[config.mk]
export PLATFORM = sky130hd
export DESIGN_NAME = idu_stage_flat
export DESIGN_NICKNAME = d
export VERILOG_FILES = /design/src/rtl/idu_pkg.sv /design/src/rtl/idu_if.sv /design/src/rtl/imm_gen.sv /design/src/rtl/idu_stage.sv /design/src/flat_wrapper.sv
export SDC_FILE = /design/constraint.sdc
export NUM_CORES = 1
export LEC_CHECK = 0
export CAP_MARGIN = 20
export CORE_MARGIN = 2
export CORE_UTILIZATION = 39
export DETAILED_ROUTE_END_ITERATION = 10
export GPL_TIMING_DRIVEN = 0
export PLACE_DENSITY_LB_ADDON = 0.05
export REMOVE_ABC_BUFFERS = 1
export SKIP_CTS_REPAIR_TIMING = 1
export SLEW_MARGIN = 20
export SYNTH_ARGS = -nofsm -noshare
export SYNTH_HDL_FRONTEND = slang
export SYNTH_HIERARCHICAL = 1
export SYNTH_SLANG_ARGS = --single-unit
[constraint.sdc]
create_clock -name clock -period 2.5 [get_ports clock]
set_input_delay 0.375 -clock clock [delete_from_list [all_inputs] [get_ports clock]]
set_output_delay 0.375 -clock clock [all_outputs]
set_load 0.05 [all_outputs]
[src/rtl/idu_pkg.sv]
// Shared decode definitions for the instruction-decode stage: format codes,
// opcode constants, the EBREAK encoding, the control bundle and the decoder.
package idu_pkg;

  typedef enum logic [2:0] {
    FMT_R = 3'd0,
    FMT_I = 3'd1,
    FMT_S = 3'd2,
    FMT_B = 3'd3,
    FMT_U = 3'd4,
    FMT_J = 3'd5,
    FMT_N = 3'd6
  } fmt_e;

  localparam logic [6:0] OPC_LUI        = 7'b0110111;
  localparam logic [6:0] OPC_AUIPC      = 7'b0010111;
  localparam logic [6:0] OPC_JAL        = 7'b1101111;
  localparam logic [6:0] OPC_JALR       = 7'b1100111;
  localparam logic [6:0] OPC_BRANCH     = 7'b1100011;
  localparam logic [6:0] OPC_LOAD       = 7'b0000011;
  localparam logic [6:0] OPC_STORE      = 7'b0100011;
  localparam logic [6:0] OPC_OP_IMM     = 7'b0010011;
  localparam logic [6:0] OPC_OP         = 7'b0110011;
  localparam logic [6:0] OPC_OP_IMM_32  = 7'b0011011;
  localparam logic [6:0] OPC_OP_32      = 7'b0111011;

  localparam logic [31:0] INST_EBREAK = 32'h0010_0073;

  typedef struct packed {
    logic reg_write;
    logic src1_is_pc;
    logic src2_is_imm;
    logic mem_read;
    logic mem_write;
    logic branch;
    logic jump;
    logic illegal;
  } ctrl_t;

  typedef struct packed {
    fmt_e  fmt;
    ctrl_t ctrl;
  } dec_t;

  // Opcode-level decode; anything not recognised (including every SYSTEM
  // word other than EBREAK) becomes an illegal N-format entry.
  function automatic dec_t decode(input logic [31:0] inst, input logic w_en);
    dec_t d;
    d.fmt  = FMT_N;
    d.ctrl = '0;
    case (inst[6:0])
      OPC_LUI: begin
        d.fmt = FMT_U; d.ctrl.reg_write = 1'b1; d.ctrl.src2_is_imm = 1'b1;
      end
      OPC_AUIPC: begin
        d.fmt = FMT_U; d.ctrl.reg_write = 1'b1; d.ctrl.src2_is_imm = 1'b1;
        d.ctrl.src1_is_pc = 1'b1;
      end
      OPC_JAL: begin
        d.fmt = FMT_J; d.ctrl.reg_write = 1'b1; d.ctrl.src2_is_imm = 1'b1;
        d.ctrl.src1_is_pc = 1'b1; d.ctrl.jump = 1'b1;
      end
      OPC_JALR: begin
        d.fmt = FMT_I; d.ctrl.reg_write = 1'b1; d.ctrl.src2_is_imm = 1'b1;
        d.ctrl.jump = 1'b1;
      end
      OPC_LOAD: begin
        d.fmt = FMT_I; d.ctrl.reg_write = 1'b1; d.ctrl.src2_is_imm = 1'b1;
        d.ctrl.mem_read = 1'b1;
      end
      OPC_OP_IMM: begin
        d.fmt = FMT_I; d.ctrl.reg_write = 1'b1; d.ctrl.src2_is_imm = 1'b1;
      end
      OPC_BRANCH: begin
        d.fmt = FMT_B; d.ctrl.branch = 1'b1;
      end
      OPC_STORE: begin
        d.fmt = FMT_S; d.ctrl.src2_is_imm = 1'b1; d.ctrl.mem_write = 1'b1;
      end
      OPC_OP: begin
        d.fmt = FMT_R; d.ctrl.reg_write = 1'b1;
      end
      OPC_OP_IMM_32: begin
        if (w_en) begin
          d.fmt = FMT_I; d.ctrl.reg_write = 1'b1; d.ctrl.src2_is_imm = 1'b1;
        end else begin
          d.ctrl.illegal = 1'b1;
        end
      end
      OPC_OP_32: begin
        if (w_en) begin
          d.fmt = FMT_R; d.ctrl.reg_write = 1'b1;
        end else begin
          d.ctrl.illegal = 1'b1;
        end
      end
      default: begin
        if (inst != INST_EBREAK) d.ctrl.illegal = 1'b1;
      end
    endcase
    return d;
  endfunction

endpackage

[src/rtl/idu_if.sv]
// Fetch-side and execute-side handshake bundle of the decode stage.
// master: fetch/execute environment; slave: the decode stage.
interface idu_if import idu_pkg::*; #(
  parameter int unsigned XLEN = 64
);
  logic            in_valid;
  logic            in_ready;
  logic [XLEN-1:0] in_pc;
  logic [31:0]     in_inst;

  logic            out_valid;
  logic            out_ready;
  logic [XLEN-1:0] out_pc;
  logic [31:0]     out_inst;
  logic [4:0]      out_rs1;
  logic [4:0]      out_rs2;
  logic [4:0]      out_rd;
  logic [XLEN-1:0] out_imm;
  fmt_e            out_fmt;
  logic            out_reg_write;
  logic            out_src1_is_pc;
  logic            out_src2_is_imm;
  logic            out_mem_read;
  logic            out_mem_write;
  logic            out_branch;
  logic            out_jump;
  logic            out_illegal;

  modport master (
    output in_valid, in_pc, in_inst, out_ready,
    input  in_ready, out_valid, out_pc, out_inst, out_rs1, out_rs2, out_rd,
           out_imm, out_fmt, out_reg_write, out_src1_is_pc, out_src2_is_imm,
           out_mem_read, out_mem_write, out_branch, out_jump, out_illegal
  );

  modport slave (
    input  in_valid, in_pc, in_inst, out_ready,
    output in_ready, out_valid, out_pc, out_inst, out_rs1, out_rs2, out_rd,
           out_imm, out_fmt, out_reg_write, out_src1_is_pc, out_src2_is_imm,
           out_mem_read, out_mem_write, out_branch, out_jump, out_illegal
  );
endinterface

[src/rtl/imm_gen.sv]
// Immediate generator: assembles the format-specific immediate and
// sign-extends it to XLEN. Ports: inst (word), fmt (format), imm (result).
module imm_gen import idu_pkg::*; #(
  parameter int unsigned XLEN = 64
) (
  input  logic [31:0]     inst,
  input  fmt_e            fmt,
  output logic [XLEN-1:0] imm
);
  logic signed [31:0] raw;

  // Build a signed 32-bit immediate, then widen with sign extension.
  always_comb begin
    raw = '0;
    case (fmt)
      FMT_I: raw = 32'($signed(inst[31:20]));
      FMT_S: raw = 32'($signed({inst[31:25], inst[11:7]}));
      FMT_B: raw = 32'($signed({inst[31], inst[7], inst[30:25], inst[11:8], 1'b0}));
      FMT_U: raw = $signed({inst[31:12], 12'h000});
      FMT_J: raw = 32'($signed({inst[31], inst[19:12], inst[20], inst[30:21], 1'b0}));
      default: raw = '0;
    endcase
    imm = XLEN'(raw);
  end
endmodule

[src/rtl/idu_stage.sv]
// Instruction-decode pipeline stage: combinational decode into a single
// output register with valid/ready handshake, flush, and an EBREAK halt.
// Ports: clock, reset (sync, active-low), flush, halted, bus (idu_if.slave).
module idu_stage import idu_pkg::*; #(
  parameter int unsigned XLEN     = 64,
  parameter bit          RV64W_EN = 1'b1
) (
  input  logic clock,
  input  logic reset,
  input  logic flush,
  output logic halted,
  idu_if.slave bus
);
  // W-suffixed opcodes exist only on a 64-bit datapath.
  localparam bit W_EN = (XLEN == 32'd64) && RV64W_EN;

  typedef enum logic {S_RUN = 1'b0, S_HALT = 1'b1} state_e;

  state_e          state_q, state_d;
  logic            halted_q;
  logic            valid_q;
  logic [XLEN-1:0] pc_q, imm_q;
  logic [31:0]     inst_q;
  fmt_e            fmt_q;
  ctrl_t           ctrl_q;

  dec_t            dec;
  logic [XLEN-1:0] imm_d;
  logic            accept, consume;

  assign dec = decode(bus.in_inst, W_EN);

  imm_gen #(.XLEN(XLEN)) u_imm_gen (
    .inst (bus.in_inst),
    .fmt  (dec.fmt),
    .imm  (imm_d)
  );

  assign bus.in_ready = !halted_q && !flush && (!valid_q || bus.out_ready);
  assign accept       = bus.in_valid && bus.in_ready;
  assign consume      = valid_q && bus.out_ready;

  // Halt once a held EBREAK (legal N-format) is handed to execute.
  always_comb begin
    state_d = state_q;
    case (state_q)
      S_RUN:   if (consume && (fmt_q == FMT_N) && !ctrl_q.illegal) state_d = S_HALT;
      S_HALT:  state_d = S_HALT;
      default: state_d = S_RUN;
    endcase
  end

  always_ff @(posedge clock) begin
    if (!reset) begin
      state_q  <= S_RUN;
      halted_q <= 1'b0;
      valid_q  <= 1'b0;
      pc_q     <= '0;
      inst_q   <= '0;
      imm_q    <= '0;
      fmt_q    <= FMT_N;
      ctrl_q   <= '0;
    end else begin
      state_q  <= state_d;
      halted_q <= (state_d == S_HALT);
      // accept already excludes flush, so flush always empties the register
      if (flush)        valid_q <= 1'b0;
      else if (accept)  valid_q <= 1'b1;
      else if (consume) valid_q <= 1'b0;
      if (accept) begin
        pc_q   <= bus.in_pc;
        inst_q <= bus.in_inst;
        imm_q  <= imm_d;
        fmt_q  <= dec.fmt;
        ctrl_q <= dec.ctrl;
      end
    end
  end

  assign halted              = halted_q;
  assign bus.out_valid       = valid_q;
  assign bus.out_pc          = pc_q;
  assign bus.out_inst        = inst_q;
  assign bus.out_rs1         = inst_q[19:15];
  assign bus.out_rs2         = inst_q[24:20];
  assign bus.out_rd          = inst_q[11:7];
  assign bus.out_imm         = imm_q;
  assign bus.out_fmt         = fmt_q;
  assign bus.out_reg_write   = ctrl_q.reg_write;
  assign bus.out_src1_is_pc  = ctrl_q.src1_is_pc;
  assign bus.out_src2_is_imm = ctrl_q.src2_is_imm;
  assign bus.out_mem_read    = ctrl_q.mem_read;
  assign bus.out_mem_write   = ctrl_q.mem_write;
  assign bus.out_branch      = ctrl_q.branch;
  assign bus.out_jump        = ctrl_q.jump;
  assign bus.out_illegal     = ctrl_q.illegal;
endmodule

[src/flat_wrapper.sv]
// flat-port wrapper written by rule: the top's interface ports become plain ports
module idu_stage_flat import idu_pkg::*;
#(
  parameter int unsigned XLEN     = 64,
  parameter bit          RV64W_EN = 1'b1
)
  (clock, reset, flush, halted, bus_in_valid, bus_in_pc, bus_in_inst, bus_out_ready, bus_in_ready, bus_out_valid, bus_out_pc, bus_out_inst, bus_out_rs1, bus_out_rs2, bus_out_rd, bus_out_imm, bus_out_fmt, bus_out_reg_write, bus_out_src1_is_pc, bus_out_src2_is_imm, bus_out_mem_read, bus_out_mem_write, bus_out_branch, bus_out_jump, bus_out_illegal);
  idu_if #(.XLEN(XLEN)) bus_i ();
  input  logic clock;
  input  logic reset;
  input  logic flush;
  output logic halted;
  input wire logic [$bits(bus_i.in_valid)-1:0] bus_in_valid;
  input wire logic [$bits(bus_i.in_pc)-1:0] bus_in_pc;
  input wire logic [$bits(bus_i.in_inst)-1:0] bus_in_inst;
  input wire logic [$bits(bus_i.out_ready)-1:0] bus_out_ready;
  output wire logic [$bits(bus_i.in_ready)-1:0] bus_in_ready;
  output wire logic [$bits(bus_i.out_valid)-1:0] bus_out_valid;
  output wire logic [$bits(bus_i.out_pc)-1:0] bus_out_pc;
  output wire logic [$bits(bus_i.out_inst)-1:0] bus_out_inst;
  output wire logic [$bits(bus_i.out_rs1)-1:0] bus_out_rs1;
  output wire logic [$bits(bus_i.out_rs2)-1:0] bus_out_rs2;
  output wire logic [$bits(bus_i.out_rd)-1:0] bus_out_rd;
  output wire logic [$bits(bus_i.out_imm)-1:0] bus_out_imm;
  output wire logic [$bits(bus_i.out_fmt)-1:0] bus_out_fmt;
  output wire logic [$bits(bus_i.out_reg_write)-1:0] bus_out_reg_write;
  output wire logic [$bits(bus_i.out_src1_is_pc)-1:0] bus_out_src1_is_pc;
  output wire logic [$bits(bus_i.out_src2_is_imm)-1:0] bus_out_src2_is_imm;
  output wire logic [$bits(bus_i.out_mem_read)-1:0] bus_out_mem_read;
  output wire logic [$bits(bus_i.out_mem_write)-1:0] bus_out_mem_write;
  output wire logic [$bits(bus_i.out_branch)-1:0] bus_out_branch;
  output wire logic [$bits(bus_i.out_jump)-1:0] bus_out_jump;
  output wire logic [$bits(bus_i.out_illegal)-1:0] bus_out_illegal;
  assign bus_i.in_valid = bus_in_valid;
  assign bus_i.in_pc = bus_in_pc;
  assign bus_i.in_inst = bus_in_inst;
  assign bus_i.out_ready = bus_out_ready;
  assign bus_in_ready = bus_i.in_ready;
  assign bus_out_valid = bus_i.out_valid;
  assign bus_out_pc = bus_i.out_pc;
  assign bus_out_inst = bus_i.out_inst;
  assign bus_out_rs1 = bus_i.out_rs1;
  assign bus_out_rs2 = bus_i.out_rs2;
  assign bus_out_rd = bus_i.out_rd;
  assign bus_out_imm = bus_i.out_imm;
  assign bus_out_fmt = bus_i.out_fmt;
  assign bus_out_reg_write = bus_i.out_reg_write;
  assign bus_out_src1_is_pc = bus_i.out_src1_is_pc;
  assign bus_out_src2_is_imm = bus_i.out_src2_is_imm;
  assign bus_out_mem_read = bus_i.out_mem_read;
  assign bus_out_mem_write = bus_i.out_mem_write;
  assign bus_out_branch = bus_i.out_branch;
  assign bus_out_jump = bus_i.out_jump;
  assign bus_out_illegal = bus_i.out_illegal;
  idu_stage #(.XLEN(XLEN), .RV64W_EN(RV64W_EN)) u_core (.clock(clock), .reset(reset), .flush(flush), .halted(halted), .bus(bus_i));
endmodule
# Word level (Yosys, flattened, before mapping)
# Index checks and enable logic that the tools add are counted.
[classes] n_eq_ne=18 mux=15 bitwise_logic=2 reduce_logical=21
[ops] op="$pmux W32 S5" count=1
[ops] op="$ne A32 B21 Y1 const B" count=1
[ops] op="$eq A7 B6 Y1 const B" count=4
[ops] op="$eq A7 B5 Y1 const B" count=3
[ops] op="$eq A7 B7 Y1 const B" count=3
[ops] op="$pmux W3 S6" count=1
[ops] op="$mux W1" count=12
[ops] op="$reduce_or A11 Y1" count=1
[ops] op="$reduce_or A2 Y1" count=5
[ops] op="$eq A3 B3 Y1 const B" count=3
[ops] op="$reduce_or A9 Y1" count=1
[ops] op="$reduce_or A8 Y1" count=1
[ops] op="$eq A7 B2 Y1 const B" count=1
[ops] op="$eq A3 B2 Y1 const B" count=2
[ops] op="$logic_and A1 B1 Y1" count=6
[ops] op="$logic_not A1 Y1" count=4
[ops] op="$reduce_or A4 Y1" count=1
[ops] op="$eq A3 B1 Y1 const B" count=1
[ops] op="$not A1 Y1" count=2
[ops] op="$pmux W1 S2" count=1
[ops] op="$reduce_bool A2 Y1" count=1
[ops] op="$logic_or A1 B1 Y1" count=1
[totals] reg_bits=141 input_bits=101 out_inout_bits=189 wordCells=70

# Longest topological paths before layout
[logic_depth] ltp_word=5 mapped_depth=11 depth_no_buf=8

# Cells and area by module
# Netlist, hierarchy kept.
[modules_own_cells] mod="idu_stage" n_inst=1 cells_each=808 area_per_inst_um2=6308.6 seq_area_each_um2=3463.3
[modules_own_cells] mod="imm_gen" n_inst=1 cells_each=98 area_per_inst_um2=630.6 seq_area_each_um2=0.0

# Least setup slack after synthesis
# No wires, ideal clock.
[synth_path] kind="input to register" startpoint="in bus_in_inst[4]" endpoint="reg u_core/bus.out_imm[63] (netlist name)" setup_time_ns=0.070 arrival_time_ns=2.402 t_required_ns=2.430 path_slack_ns=0.027 stages=11 path_buffers=4 cell_sequence="buf_2 nor2b_1 a221o_1 nand2_1 buf_4 nor2b_1 buf_2 o21a_1 buf_4 nand2_1 a21oi_1"
[synth_rtl] item="start, declared" line_no="flat_wrapper.sv:15" source="input wire logic [$bits(bus_i.in_inst)-1:0] bus_in_inst;"

==> out/metrics.cfg <==
[outcome]
outcome=completed

[grt]
antenna_found_initial=0
grt-ovfl-total=0
grt_usage_pct=21.1
grt_max_degree=118
grt_pass1_wl_um=31300
grt_pass1_vias=5921

[worst_setup_path]
startpoint=bus_in_inst[5]
worstPathMaxFanout=20
crit_slowest_cell=clkdlybuf4s50_1
crit_path_end=u_core/bus.out_imm[49]
cp_slowest_stage_delay_ps=560
cp_data_arrival_time_ps=2700
reg2reg_slack_ps=380
worstSetupStartpointType=input port
reg2reg_depth=6
crit_required_ps=2860
crit_type=input port to flop
endpoint_kind=flop
reg2reg_from=u_core/halted
rr_endpoint=u_core/bus.out_illegal
crit_path_cell_trace=clkdlybuf4s50_1, and4b_1, a221o_1, nand2_4, nor2_1, nor2_2, o21a_4, nand2_1, a21oi_1

[synthesis]
yosys_warnings=6
syn-cell-area_sq_um=6940
synth_edf_count=0
synth_area_per_cell_sq_um=7.66
syn_inst=906
ys.flop_type=dfxtp_1
ys_seq_area_share_pct=49.9
synth-seq-cells=173
ys_types=47
async_flop_share_pct=0

[routing]
drt_iter0_markers=395
route.detailed.drc=0
drtPass1Iterations=4
viasPerCell=4.86
ant_nets=0
totalWireLength_um=20800
vias=6548
wl_per_cell_um=15.4

[min_path]
hold_depth=3
hp-class=input port to flop

[timing]
period_share_pct=93.8
worst_slack_ps=154
tightest_slew_ps=586
fmax_mhz=426
slew_violations=0
clock_skew_ps=11.8
slew_headroom_pct=60.8
rsz0062_at_grt=no
min_period_ps=2350
hold_viol=0
setup_viol_count_final=0

[finish]
final_common_cell=nand2_1
drive_gt1_share_pct=5.08
final_cell_mix=346 x nand2_1, 287 x clkdlybuf4s50_1, 173 x dfxtp_1, 168 x a21oi_1, 17 x clkbuf_16
num-nets-final=1211
area_growth_pct=49.1
antenna_cells=0
fin_util_pct=59.6

[job]
drv_cap=0

[clock_tree]
clockRootBuffer=clkbuf_16
numCtsBuffers=17
clock_latency_ps=430
clockBufferDepth=2
h-tree-depth=4
cts_tree=done
clk_pin_slew_ps=70
clock_sinks=173

[floorplan]
num_rows=48
io_pins=290
die_area_sq_um=18900
die_w_um=137
die_y_um=137
initial_core_util_pct=40.0
core_sq_um=17400

[power_and_ir_drop]
ir_drop_mv=0.446
power.density_nw_per_um2=652
total_leakage_power_nw=3.68

[place]
gp_congestion=0.770
port_buffers=289
dp_slack_ps=-1260
place_hpwl_um=13400

[metrics by stage]
step | cells | hold WS (ps) | power [mW] | TNS, ps | instance area (sq um)
6_report | 1348 | 392 | 6.74 | 0 | 10300
5_1_grt | 1348 | 409 | 7.03 | 0 | 10300
4_1_cts | 1346 | 452 | 6.80 | -33440 | 10300
3_5_place_dp | 1314 | 442 | 4.06 | -64280 | 9650
3_3_place_gp | 1308 | 440 | 4.05 | -633230 | 9470
2_1_floorplan | 794 | 451 | 3.56 | -242610 | 6290
[synth_stat cells, types with 4 or more instances]
cell,n,area (sq um)
dfxtp_1,173,3460
nor2_1,9,33.8
buf_2,26,130
a21oi_1,169,846
nand2_1,347,1300
buf_1,4,15.0
o21ai_0,15,75.1
buf_4,51,383
nor4_1,5,31.3
and2_1,7,43.8
clkbuf_1,31,116
nand3_1,5,25.0
a21o_1,8,60.1
[state kept, by name, indices dropped and copies added, names as in the netlist]
register,flops
u_core/halted,1
u_core/bus.out_src2_is_imm,1
u_core/bus.out_inst,32
u_core/bus.out_fmt,3
u_core/bus.out_mem_write,1
u_core/bus.out_imm,64
u_core/bus.out_jump,1
u_core/bus.out_branch,1
u_core/bus.out_src1_is_pc,1
u_core/bus.out_valid,1
u_core/bus.out_mem_read,1
u_core/bus.out_illegal,1
u_core/bus.out_pc,64
u_core/bus.out_reg_write,1
[where the power goes]
part	switching, mW	internal, mW	leakage (nW)
registers	0.0453	2.84	1.41
logic	0.702	0.413	1.98
clock network	1.29	1.45	0.302
total	2.03	4.71	3.68
[worst min path at each step]
stage	end	slack, ps	startpoint
after floorplan	u_core/bus.out_fmt[2]	450	reset
after global placement	u_core/bus.out_mem_read	440	u_core/bus.out_mem_read
after detailed placement	u_core/bus.out_mem_read	440	u_core/bus.out_mem_read
after CTS	u_core/bus.out_mem_read	450	u_core/bus.out_mem_read
after global routing	u_core/bus.out_inst[4]	410	bus_in_inst[4]
final	u_core/bus.out_inst[4]	390	bus_in_inst[4]
[cells by family (layout without fill, tap and decap cells)]
| kind of cell | count (synthesis) | in the layout | synth area share, % |
|---|---|---|---|
| simple gates | 403 | 403 | 23.9 |
| compound gates | 214 | 216 | 16.6 |
| flops | 173 | 173 | 49.9 |
| buf+inv | 116 | 331 | 9.50 |
[worst max-delay path: cells and delay by family]
family	cells	cell delay, ps
compound gates	3	770
buf+inv	1	560
simple gates	5	980
[area by class of cell]
| cell class | count | area (sq um) |
|---|---|---|
| fillers | 1635 | 7010 |
| flip-flops and latches | 173 | 3460 |
| repair buffers | 295 | 3060 |
| multi-input cells | 619 | 2910 |
| clock buffers | 17 | 425 |
| well taps | 225 | 282 |
| clock inverters | 15 | 188 |
| inverters | 4 | 22.5 |
[routing by layer]
layer,global-route usage [%],part of all wire [%],vias to the layer above,wire [um]
met1,27.6,44,2979,9040
met2,31.1,44,209,9220
li1,-,-,3334,-
met4,6.93,2.2,0,466
met3,9.31,9.7,26,2020
met5,0,0,-,0
No activity file was read; power rests on OpenSTA's default activity.
